--- config.mk ---
export PLATFORM = sky130hd
export DESIGN_NAME = s5_wr_arbiter_flat
export DESIGN_NICKNAME = d
export VERILOG_FILES = /design/src/rtl/axi_common_types_pkg.sv /design/src/rtl/s5_wr_arbiter_if.sv /design/src/rtl/noc_idx_fifo.sv /design/src/rtl/s5_wr_arbiter.sv /design/src/flat_wrapper.sv
export SDC_FILE = /design/constraint.sdc
export NUM_CORES = 1
export LEC_CHECK = 0
export CAP_MARGIN = 5
export CORE_AREA = 2 2 60 62
export DETAILED_ROUTE_END_ITERATION = 10
export DIE_AREA = 0 0 62 64
export HOLD_SLACK_MARGIN = 0.06
export MAX_ROUTING_LAYER = met4
export PLACE_DENSITY = 0.69
export SLEW_MARGIN = 20
export SYNTH_ARGS = -nofsm -noshare
export SYNTH_HDL_FRONTEND = slang
export SYNTH_SLANG_ARGS = --single-unit
--- constraint.sdc ---
create_clock -name ACLK -period 3.35 [get_ports ACLK]
set_input_delay 0.67 -clock ACLK [delete_from_list [all_inputs] [get_ports ACLK]]
set_output_delay 0.67 -clock ACLK [all_outputs]
set_load 0.02 [all_outputs]
--- src/rtl/axi_common_types_pkg.sv ---
// ---------------------------------------------------------------------------
// axi_common_types_pkg
// Shared AXI NoC constants and types used by the slave-port write arbiters.
// ---------------------------------------------------------------------------
package axi_common_types_pkg;

    localparam int unsigned AXI_ID_WIDTH    = 4;
    localparam int unsigned NOC_NUM_MASTERS = 4;
    localparam int unsigned NOC_MIDX_WIDTH  = 2;
    localparam int unsigned NOC_MAX_OUTST   = 4;

    typedef enum logic {
        ARB_IDLE,
        ARB_GRANT
    } wr_arb_state_e;

endpackage : axi_common_types_pkg

--- src/rtl/s5_wr_arbiter_if.sv ---
// ---------------------------------------------------------------------------
// s5_wr_arbiter_if
// Handshake/select bundle between the masters, slave S5 and the write arbiter.
// modport master : arbiter side (drives readys, S5 valids, mux selects)
// modport slave  : environment side (masters + S5 + payload muxes)
// Signals: m_awvalid/m_awready, S5_AWVALID/S5_AWREADY, aw_sel,
//          m_wvalid/m_wlast/m_wready, S5_WVALID/S5_WREADY, w_sel,
//          S5_BVALID/S5_BID/S5_BREADY, m_bvalid/m_bready.
// ---------------------------------------------------------------------------
interface s5_wr_arbiter_if
    import axi_common_types_pkg::*;
#(
    parameter int unsigned NUM_M = NOC_NUM_MASTERS,
    parameter int unsigned ID_W  = AXI_ID_WIDTH
) ();

    localparam int unsigned MIDX_W = $clog2(NUM_M);

    logic [NUM_M-1:0]  m_awvalid;
    logic [NUM_M-1:0]  m_awready;
    logic              S5_AWVALID;
    logic              S5_AWREADY;
    logic [MIDX_W-1:0] aw_sel;

    logic [NUM_M-1:0]  m_wvalid;
    logic [NUM_M-1:0]  m_wlast;
    logic [NUM_M-1:0]  m_wready;
    logic              S5_WVALID;
    logic              S5_WREADY;
    logic [MIDX_W-1:0] w_sel;

    logic              S5_BVALID;
    logic [ID_W-1:0]   S5_BID;
    logic              S5_BREADY;
    logic [NUM_M-1:0]  m_bvalid;
    logic [NUM_M-1:0]  m_bready;

    modport master (
        input  m_awvalid, S5_AWREADY, m_wvalid, m_wlast, S5_WREADY,
               S5_BVALID, S5_BID, m_bready,
        output m_awready, S5_AWVALID, aw_sel, m_wready, S5_WVALID, w_sel,
               S5_BREADY, m_bvalid
    );

    modport slave (
        output m_awvalid, S5_AWREADY, m_wvalid, m_wlast, S5_WREADY,
               S5_BVALID, S5_BID, m_bready,
        input  m_awready, S5_AWVALID, aw_sel, m_wready, S5_WVALID, w_sel,
               S5_BREADY, m_bvalid
    );

endinterface : s5_wr_arbiter_if

--- src/rtl/noc_idx_fifo.sv ---
// ---------------------------------------------------------------------------
// noc_idx_fifo
// Synchronous FIFO of master indices recording AW grant order for W steering.
// Ports: clk, rst (async, active-high), i_push/i_din, i_pop,
//        o_head (0 when empty), o_full, o_empty.
// ---------------------------------------------------------------------------
module noc_idx_fifo #(
    parameter int unsigned W     = 2,
    parameter int unsigned DEPTH = 4
) (
    input  logic         clk,
    input  logic         rst,
    input  logic         i_push,
    input  logic [W-1:0] i_din,
    input  logic         i_pop,
    output logic [W-1:0] o_head,
    output logic         o_full,
    output logic         o_empty
);

    localparam int unsigned PTR_W = (DEPTH > 1) ? $clog2(DEPTH) : 1;
    localparam int unsigned CNT_W = $clog2(DEPTH + 1);

    logic [W-1:0]     r_mem [DEPTH];
    logic [PTR_W-1:0] r_wr_ptr;
    logic [PTR_W-1:0] r_rd_ptr;
    logic [CNT_W-1:0] r_count;
    logic             w_do_push;
    logic             w_do_pop;

    // Pointer advance with wrap at DEPTH (DEPTH need not be a power of two)
    function automatic logic [PTR_W-1:0] ptr_inc(input logic [PTR_W-1:0] p);
        return (p == PTR_W'(DEPTH - 1)) ? '0 : p + PTR_W'(1);
    endfunction

    // A push into a full FIFO is only taken when a pop frees a slot this cycle
    assign w_do_pop  = i_pop && (r_count != '0);
    assign w_do_push = i_push && ((r_count != CNT_W'(DEPTH)) || w_do_pop);

    always_ff @(posedge clk or posedge rst) begin
        if (rst) begin
            r_wr_ptr <= '0;
            r_rd_ptr <= '0;
            r_count  <= '0;
        end else begin
            if (w_do_push) r_wr_ptr <= ptr_inc(r_wr_ptr);
            if (w_do_pop)  r_rd_ptr <= ptr_inc(r_rd_ptr);
            if (w_do_push && !w_do_pop)      r_count <= r_count + CNT_W'(1);
            else if (w_do_pop && !w_do_push) r_count <= r_count - CNT_W'(1);
        end
    end

    // Storage needs no reset: entries are only read while counted valid
    always_ff @(posedge clk) begin
        if (w_do_push) r_mem[r_wr_ptr] <= i_din;
    end

    assign o_full  = (r_count == CNT_W'(DEPTH));
    assign o_empty = (r_count == '0);
    assign o_head  = o_empty ? '0 : r_mem[r_rd_ptr];

endmodule : noc_idx_fifo

--- src/rtl/s5_wr_arbiter.sv ---
// ---------------------------------------------------------------------------
// s5_wr_arbiter
// Write-path controller for NoC slave port S5: round-robin AW arbitration,
// W steering in AW-grant order until WLAST, B routing by master index in BID.
// Ports: ACLK, ARESET (async, active-high), bus (s5_wr_arbiter_if.master).
// Only selects and valid/ready gating are produced; payload muxes are external.
// ---------------------------------------------------------------------------
module s5_wr_arbiter
    import axi_common_types_pkg::*;
#(
    parameter int unsigned NUM_M     = NOC_NUM_MASTERS,
    parameter int unsigned ID_W      = AXI_ID_WIDTH,
    parameter int unsigned MAX_OUTST = NOC_MAX_OUTST
) (
    input logic             ACLK,
    input logic             ARESET,
    s5_wr_arbiter_if.master bus
);

    localparam int unsigned MIDX_W = $clog2(NUM_M);

    wr_arb_state_e     r_state;
    wr_arb_state_e     w_state_nxt;
    logic [MIDX_W-1:0] r_aw_sel;
    logic [MIDX_W-1:0] w_aw_sel_nxt;
    logic [MIDX_W-1:0] r_rr_ptr;
    logic [MIDX_W-1:0] w_rr_ptr_nxt;

    logic [NUM_M-1:0]  w_m_awready;
    logic [NUM_M-1:0]  w_m_wready;
    logic [NUM_M-1:0]  w_m_bvalid;
    logic              w_awvalid;
    logic              w_wvalid;
    logic              w_bready;
    logic              w_push;
    logic              w_pop;
    logic              w_fifo_full;
    logic              w_fifo_empty;
    logic [MIDX_W-1:0] w_head;
    logic [MIDX_W-1:0] w_bidx;

    // Round-robin pick: first requester scanning upward from ptr+1, wrapping
    function automatic logic [MIDX_W-1:0] rr_pick(input logic [NUM_M-1:0]  req,
                                                  input logic [MIDX_W-1:0] ptr);
        logic [MIDX_W-1:0] idx;
        logic [MIDX_W-1:0] win;
        logic              found;
        win   = ptr;
        found = 1'b0;
        for (int unsigned i = 1; i <= NUM_M; i++) begin
            idx = ptr + MIDX_W'(i);
            if (!found && req[idx]) begin
                win   = idx;
                found = 1'b1;
            end
        end
        return win;
    endfunction

    // AW FSM state register
    always_ff @(posedge ACLK or posedge ARESET) begin
        if (ARESET) begin
            r_state  <= ARB_IDLE;
            r_aw_sel <= '0;
            r_rr_ptr <= MIDX_W'(NUM_M - 1);
        end else begin
            r_state  <= w_state_nxt;
            r_aw_sel <= w_aw_sel_nxt;
            r_rr_ptr <= w_rr_ptr_nxt;
        end
    end

    // AW FSM next state and outputs; a grant is held until its handshake
    always_comb begin
        w_state_nxt  = r_state;
        w_aw_sel_nxt = r_aw_sel;
        w_rr_ptr_nxt = r_rr_ptr;
        w_awvalid    = 1'b0;
        w_m_awready  = '0;
        w_push       = 1'b0;
        case (r_state)
            ARB_IDLE: begin
                if ((|bus.m_awvalid) && !w_fifo_full) begin
                    w_aw_sel_nxt = rr_pick(bus.m_awvalid, r_rr_ptr);
                    w_state_nxt  = ARB_GRANT;
                end
            end
            ARB_GRANT: begin
                w_awvalid             = 1'b1;
                w_m_awready[r_aw_sel] = bus.S5_AWREADY;
                if (bus.S5_AWREADY) begin
                    w_push       = 1'b1;
                    w_rr_ptr_nxt = r_aw_sel;
                    w_state_nxt  = ARB_IDLE;
                end
            end
            default: w_state_nxt = ARB_IDLE;
        endcase
    end

    noc_idx_fifo #(
        .W     (MIDX_W),
        .DEPTH (MAX_OUTST)
    ) u_fifo (
        .clk     (ACLK),
        .rst     (ARESET),
        .i_push  (w_push),
        .i_din   (r_aw_sel),
        .i_pop   (w_pop),
        .o_head  (w_head),
        .o_full  (w_fifo_full),
        .o_empty (w_fifo_empty)
    );

    // W steering from the FIFO head; nothing passes ahead of its AW
    always_comb begin
        w_wvalid   = 1'b0;
        w_m_wready = '0;
        if (!w_fifo_empty) begin
            w_wvalid           = bus.m_wvalid[w_head];
            w_m_wready[w_head] = bus.S5_WREADY;
        end
    end

    assign w_pop = !w_fifo_empty && bus.m_wvalid[w_head] && bus.S5_WREADY
                   && bus.m_wlast[w_head];

    // B routing by the master index in the top bits of BID
    assign w_bidx     = bus.S5_BID[ID_W-1 -: MIDX_W];
    assign w_m_bvalid = bus.S5_BVALID ? (NUM_M'(1) << w_bidx) : '0;
    assign w_bready   = bus.S5_BVALID && bus.m_bready[w_bidx];

    // Low BID bits carry the master's own transaction ID and are not decoded
    if (ID_W > MIDX_W) begin : g_bid_lo
        logic w_unused_bid_lo;
        assign w_unused_bid_lo = ^bus.S5_BID[ID_W-MIDX_W-1:0];
    end

    assign bus.S5_AWVALID = w_awvalid;
    assign bus.m_awready  = w_m_awready;
    assign bus.aw_sel     = r_aw_sel;
    assign bus.S5_WVALID  = w_wvalid;
    assign bus.m_wready   = w_m_wready;
    assign bus.w_sel      = w_head;
    assign bus.m_bvalid   = w_m_bvalid;
    assign bus.S5_BREADY  = w_bready;

endmodule : s5_wr_arbiter

--- src/flat_wrapper.sv ---
// flat-port wrapper written by rule: the top's interface ports become plain ports
module s5_wr_arbiter_flat import axi_common_types_pkg::*;
#(
    parameter int unsigned NUM_M     = NOC_NUM_MASTERS,
    parameter int unsigned ID_W      = AXI_ID_WIDTH,
    parameter int unsigned MAX_OUTST = NOC_MAX_OUTST
)
  (ACLK, ARESET, bus_m_awvalid, bus_S5_AWREADY, bus_m_wvalid, bus_m_wlast, bus_S5_WREADY, bus_S5_BVALID, bus_S5_BID, bus_m_bready, bus_m_awready, bus_S5_AWVALID, bus_aw_sel, bus_m_wready, bus_S5_WVALID, bus_w_sel, bus_S5_BREADY, bus_m_bvalid);
  s5_wr_arbiter_if #(.NUM_M(NUM_M), .ID_W(ID_W)) bus_i ();
  input logic ACLK;
  input logic ARESET;
  input wire logic [$bits(bus_i.m_awvalid)-1:0] bus_m_awvalid;
  input wire logic [$bits(bus_i.S5_AWREADY)-1:0] bus_S5_AWREADY;
  input wire logic [$bits(bus_i.m_wvalid)-1:0] bus_m_wvalid;
  input wire logic [$bits(bus_i.m_wlast)-1:0] bus_m_wlast;
  input wire logic [$bits(bus_i.S5_WREADY)-1:0] bus_S5_WREADY;
  input wire logic [$bits(bus_i.S5_BVALID)-1:0] bus_S5_BVALID;
  input wire logic [$bits(bus_i.S5_BID)-1:0] bus_S5_BID;
  input wire logic [$bits(bus_i.m_bready)-1:0] bus_m_bready;
  output wire logic [$bits(bus_i.m_awready)-1:0] bus_m_awready;
  output wire logic [$bits(bus_i.S5_AWVALID)-1:0] bus_S5_AWVALID;
  output wire logic [$bits(bus_i.aw_sel)-1:0] bus_aw_sel;
  output wire logic [$bits(bus_i.m_wready)-1:0] bus_m_wready;
  output wire logic [$bits(bus_i.S5_WVALID)-1:0] bus_S5_WVALID;
  output wire logic [$bits(bus_i.w_sel)-1:0] bus_w_sel;
  output wire logic [$bits(bus_i.S5_BREADY)-1:0] bus_S5_BREADY;
  output wire logic [$bits(bus_i.m_bvalid)-1:0] bus_m_bvalid;
  assign bus_i.m_awvalid = bus_m_awvalid;
  assign bus_i.S5_AWREADY = bus_S5_AWREADY;
  assign bus_i.m_wvalid = bus_m_wvalid;
  assign bus_i.m_wlast = bus_m_wlast;
  assign bus_i.S5_WREADY = bus_S5_WREADY;
  assign bus_i.S5_BVALID = bus_S5_BVALID;
  assign bus_i.S5_BID = bus_S5_BID;
  assign bus_i.m_bready = bus_m_bready;
  assign bus_m_awready = bus_i.m_awready;
  assign bus_S5_AWVALID = bus_i.S5_AWVALID;
  assign bus_aw_sel = bus_i.aw_sel;
  assign bus_m_wready = bus_i.m_wready;
  assign bus_S5_WVALID = bus_i.S5_WVALID;
  assign bus_w_sel = bus_i.w_sel;
  assign bus_S5_BREADY = bus_i.S5_BREADY;
  assign bus_m_bvalid = bus_i.m_bvalid;
  s5_wr_arbiter #(.NUM_M(NUM_M), .ID_W(ID_W), .MAX_OUTST(MAX_OUTST)) u_core (.ACLK(ACLK), .ARESET(ARESET), .bus(bus_i));
endmodule
==> metrics.md <==
| Metric | Value |
|---|---|
| Final Setup Violations | 0 |
| Tcrit/Tclk final | 93.8% |
| Clk Latency, worst-skew pair | 0.29 ns |
| Top delay family on crit path | multiplexers |
| Critical path data arrival time | 2.47 ns |
| Placed insts | 204 |
| Tot GR Track Use | 14.1% |
| HP Class | reg -> reg |
| CTS tree | done |
| Crit path launch type | register |
| Vias in the first global route | 982 |
| Worst path max stage delay | 0.64 ns |
| Gr ovfl total | 0 |
| Post-DP Area | 1730 µm² |
| Initial antenna violation count | 0 |
| Worst path buffer plus inverter count | 1 |
| Post-Syn Nets | 148 |
| Fin area | 1760 µm² |
| RSZ-0062 raised after global routing | no |
| Chip Width | 62 µm |
| Finished Core Util | 53.5% |
| Post-CTS Setup Bufs | 0 |
| CTS clk-pin slew, worst paths | 0.11 ns |
| Slack of the critical path | 0.209 ns |
| Die Y-Extent | 64 µm |
| Clock sink count | 20 |
| Crit path cell chain | mux4_2 > o21ai_1 > a2bb2oi_1 > and3_1 > clkdlybuf4s50_1 |
| Area delta synth->final | 40.0% |
| Avg WL per Cell | 12.5 µm |
| Post-synthesis sequential area ratio | 43.3% |
| PwrDens | 827 nW/µm² |
| Post-synth top area share | 19.9% |
| FF-to-FF path depth | 10 |
| Syn_area_per_cell | 10.8 µm² |
| Fin cells | 208 |
| Port Buf Inserts | 41 |
| Status | finished, final reports clean |
| Post-DP HPWL | 2080 µm |
| Synth Cell Area | 1250 µm² |
| Hold slack | 0.495 ns |
| Fmax | 318 MHz |
| Slowest CP cell | mux4_2 |
| Leading area contributor after synthesis | dfrtp_1 |
| H-Tree Depth | 1 |
| Routability cong. | 0.836 |
| Share of layout cells above drive strength 1 | 12.3% |
| Max cap viols | 0 |
| Pre-CTS WS | 0.188 ns |
| Vias per cell | 4.90 |
| Final Max Slew Viols | 0 |
| CTS Buf Count | 3 |
| M3 GR Usage | 0.607% |
| Die area | 3970 µm² |
| Pwr Total | 1.45 mW |
| Post-CTS Resized | 0 |
| Synth area leaders | dfrtp_1 20%, edfxtp_1 19%, ha_1 6.0% |
| Root buf cell | clkbuf_4 |
| Fin. Hold Viols | 0 |
| # IOs | 44 |
| Gate count after technology mapping | 116 |
| First-pass detailed-route iteration total | 4 |
| Critical Path Fanout Max | 8 |
| Largest net degree at the start of global routing | 13 |
| Initial Utilization | 38.2% |
| DRC violations left | 0 |
| Measured slew at the worst slew-check pin | 0.670 ns |
| Num rows | 21 |
| Met1 usage | 15.8% |
| Lkg Pwr | 0.729 nW |
| CTS hold repair buffers | 0 |
| Iteration-0 DRC Markers | 43 |
| Vias | 1,019 |
| Relative slew slack | 55.0% |
| Stages on the worst setup path | 5 |
| FF+latch count, synth | 20 |
| Most used routing layer | met2 |
| Core ar. | 3280 µm² |
| Met2 usage | 24.9% |
| Yosys cell types | 38 |
| CP endpoint kind | output port |
| Setup TNS | 0 ns |
| Routed Antenna Nets | 0 |
| First-pass GRT wire length | 4110 µm |
| WS Path Type | reg -> out |
| Min Tclk post-route | 3.14 ns |
| Hold depth | 1 |
| Worst path required time | 2.68 ns |
| Worst Skew | 0.00173 ns |
| Yosys warning total | 0 |
| Maximum clock path buffer count | 2 |
| N_diodes | 0 |
| Total routed wirelength | 2600 µm |
| VDD IR max | 0.349 mV |
| Nets | 195 |
==> per-layer routing <==
layer | part of all wire [%] | vias to the layer above
met5 | 0 | -
met4 | 0 | 0
met3 | 3.6 | 0
met2 | 54 | 26
met1 | 43 | 489
li1 | - | 504
==> logic make-up after synthesis <==
| group | count (synthesis) | share of synthesized area, % |
|---|---|---|
| XOR/XNOR | 3 | 2.09 |
| flip-flops | 20 | 43.3 |
| adder cells (fa/ha/maj) | 7 | 7.58 |
| AO/OA/AOI/OAI | 16 | 9.77 |
| buffers and inverters | 10 | 2.99 |
| multiplexers | 12 | 13.9 |
| AND/OR/NAND/NOR | 48 | 20.4 |
==> final cells by class <==
type,count,area [µm²]
well taps,46,57.6
multi-input cells,86,674
clock inverters,1,3.75
repair buffers,42,418
clock buffers,3,22.5
fillers,299,1530
flip-flops and latches,20,543
inverters,10,37.5
==> cell usage after synthesis, drive strengths merged <==
| library cell | count |
|---|---|
| nor2 | 12 |
| nand2 | 11 |
| dfrtp | 10 |
| inv | 10 |
| and2 | 8 |
| edfxtp | 8 |
| mux2 | 7 |
| ha | 6 |
| o21ai | 4 |
| mux4 | 3 |
| nand3 | 3 |
| nor3 | 3 |
| nor3b | 3 |
| a21oi | 2 |
| and3 | 2 |
| dfstp | 2 |
| mux2i | 2 |
| nand2b | 2 |
| o22ai | 2 |
| xor2 | 2 |
| a211oi | 1 |
| a21o | 1 |
| a221oi | 1 |
| a22oi | 1 |
| a2bb2oi | 1 |
| a311oi | 1 |
| a32o | 1 |
| and2b | 1 |
| and3b | 1 |
| fa | 1 |
| nor2b | 1 |
| o21bai | 1 |
| or3 | 1 |
| xnor2 | 1 |
==> final timing paths <==
kind                                        endpoint  slack [ns]                       from
min                         u_core.u_fifo.r_count[2]        0.50   u_core.u_fifo.r_count[2]
max reg2reg                 u_core.u_fifo.r_count[2]        0.29  u_core.u_fifo.r_rd_ptr[0]
min reg2reg                 u_core.u_fifo.r_count[2]        0.50   u_core.u_fifo.r_count[2]
min in group asynchronous  u_core.u_fifo.r_wr_ptr[1]        0.67                     ARESET
max in group asynchronous         u_core.r_rr_ptr[0]        2.34                     ARESET
max                                    bus_S5_WVALID        0.21  u_core.u_fifo.r_rd_ptr[0]
==> placed cells by master, fill, tap and decap left out, types with 2 or more instances in the layout <==
master and count:
and2_1 7, clkbuf_4 3, xor2_1 2, mux4_2 3
dfstp_2 2, and3_1 2, dfrtp_1 10, mux2i_1 2
mux2_2 5, nand3_1 3, inv_1 10, nor3b_1 2
o21ai_0 3, clkdlybuf4s50_1 41, ha_1 6, a21oi_1 2
nor3_1 3, mux2_4 2, edfxtp_1 8, nand2_1 11
nand2b_1 2, nor2_1 12, o22ai_1 2
==> state kept, by name (all words and copies together), names as in the netlist <==
signal                  count
u_core.u_fifo.r_count       3
u_core.u_fifo.r_mem         8
u_core.r_state              1
u_core.r_rr_ptr             2
u_core.u_fifo.r_rd_ptr      2
u_core.bus.aw_sel           2
u_core.u_fifo.r_wr_ptr      2
==> where the power goes <==
group | total [mW] | leakage, nW | switching (mW) | internal [mW]
Clock | 0.114 | 0.0154 | 0.0707 | 0.0433
Combinational | 0.846 | 0.503 | 0.405 | 0.441
Sequential | 0.493 | 0.211 | 0.120 | 0.373
Note: power is estimated with default switching activity, not from simulation.
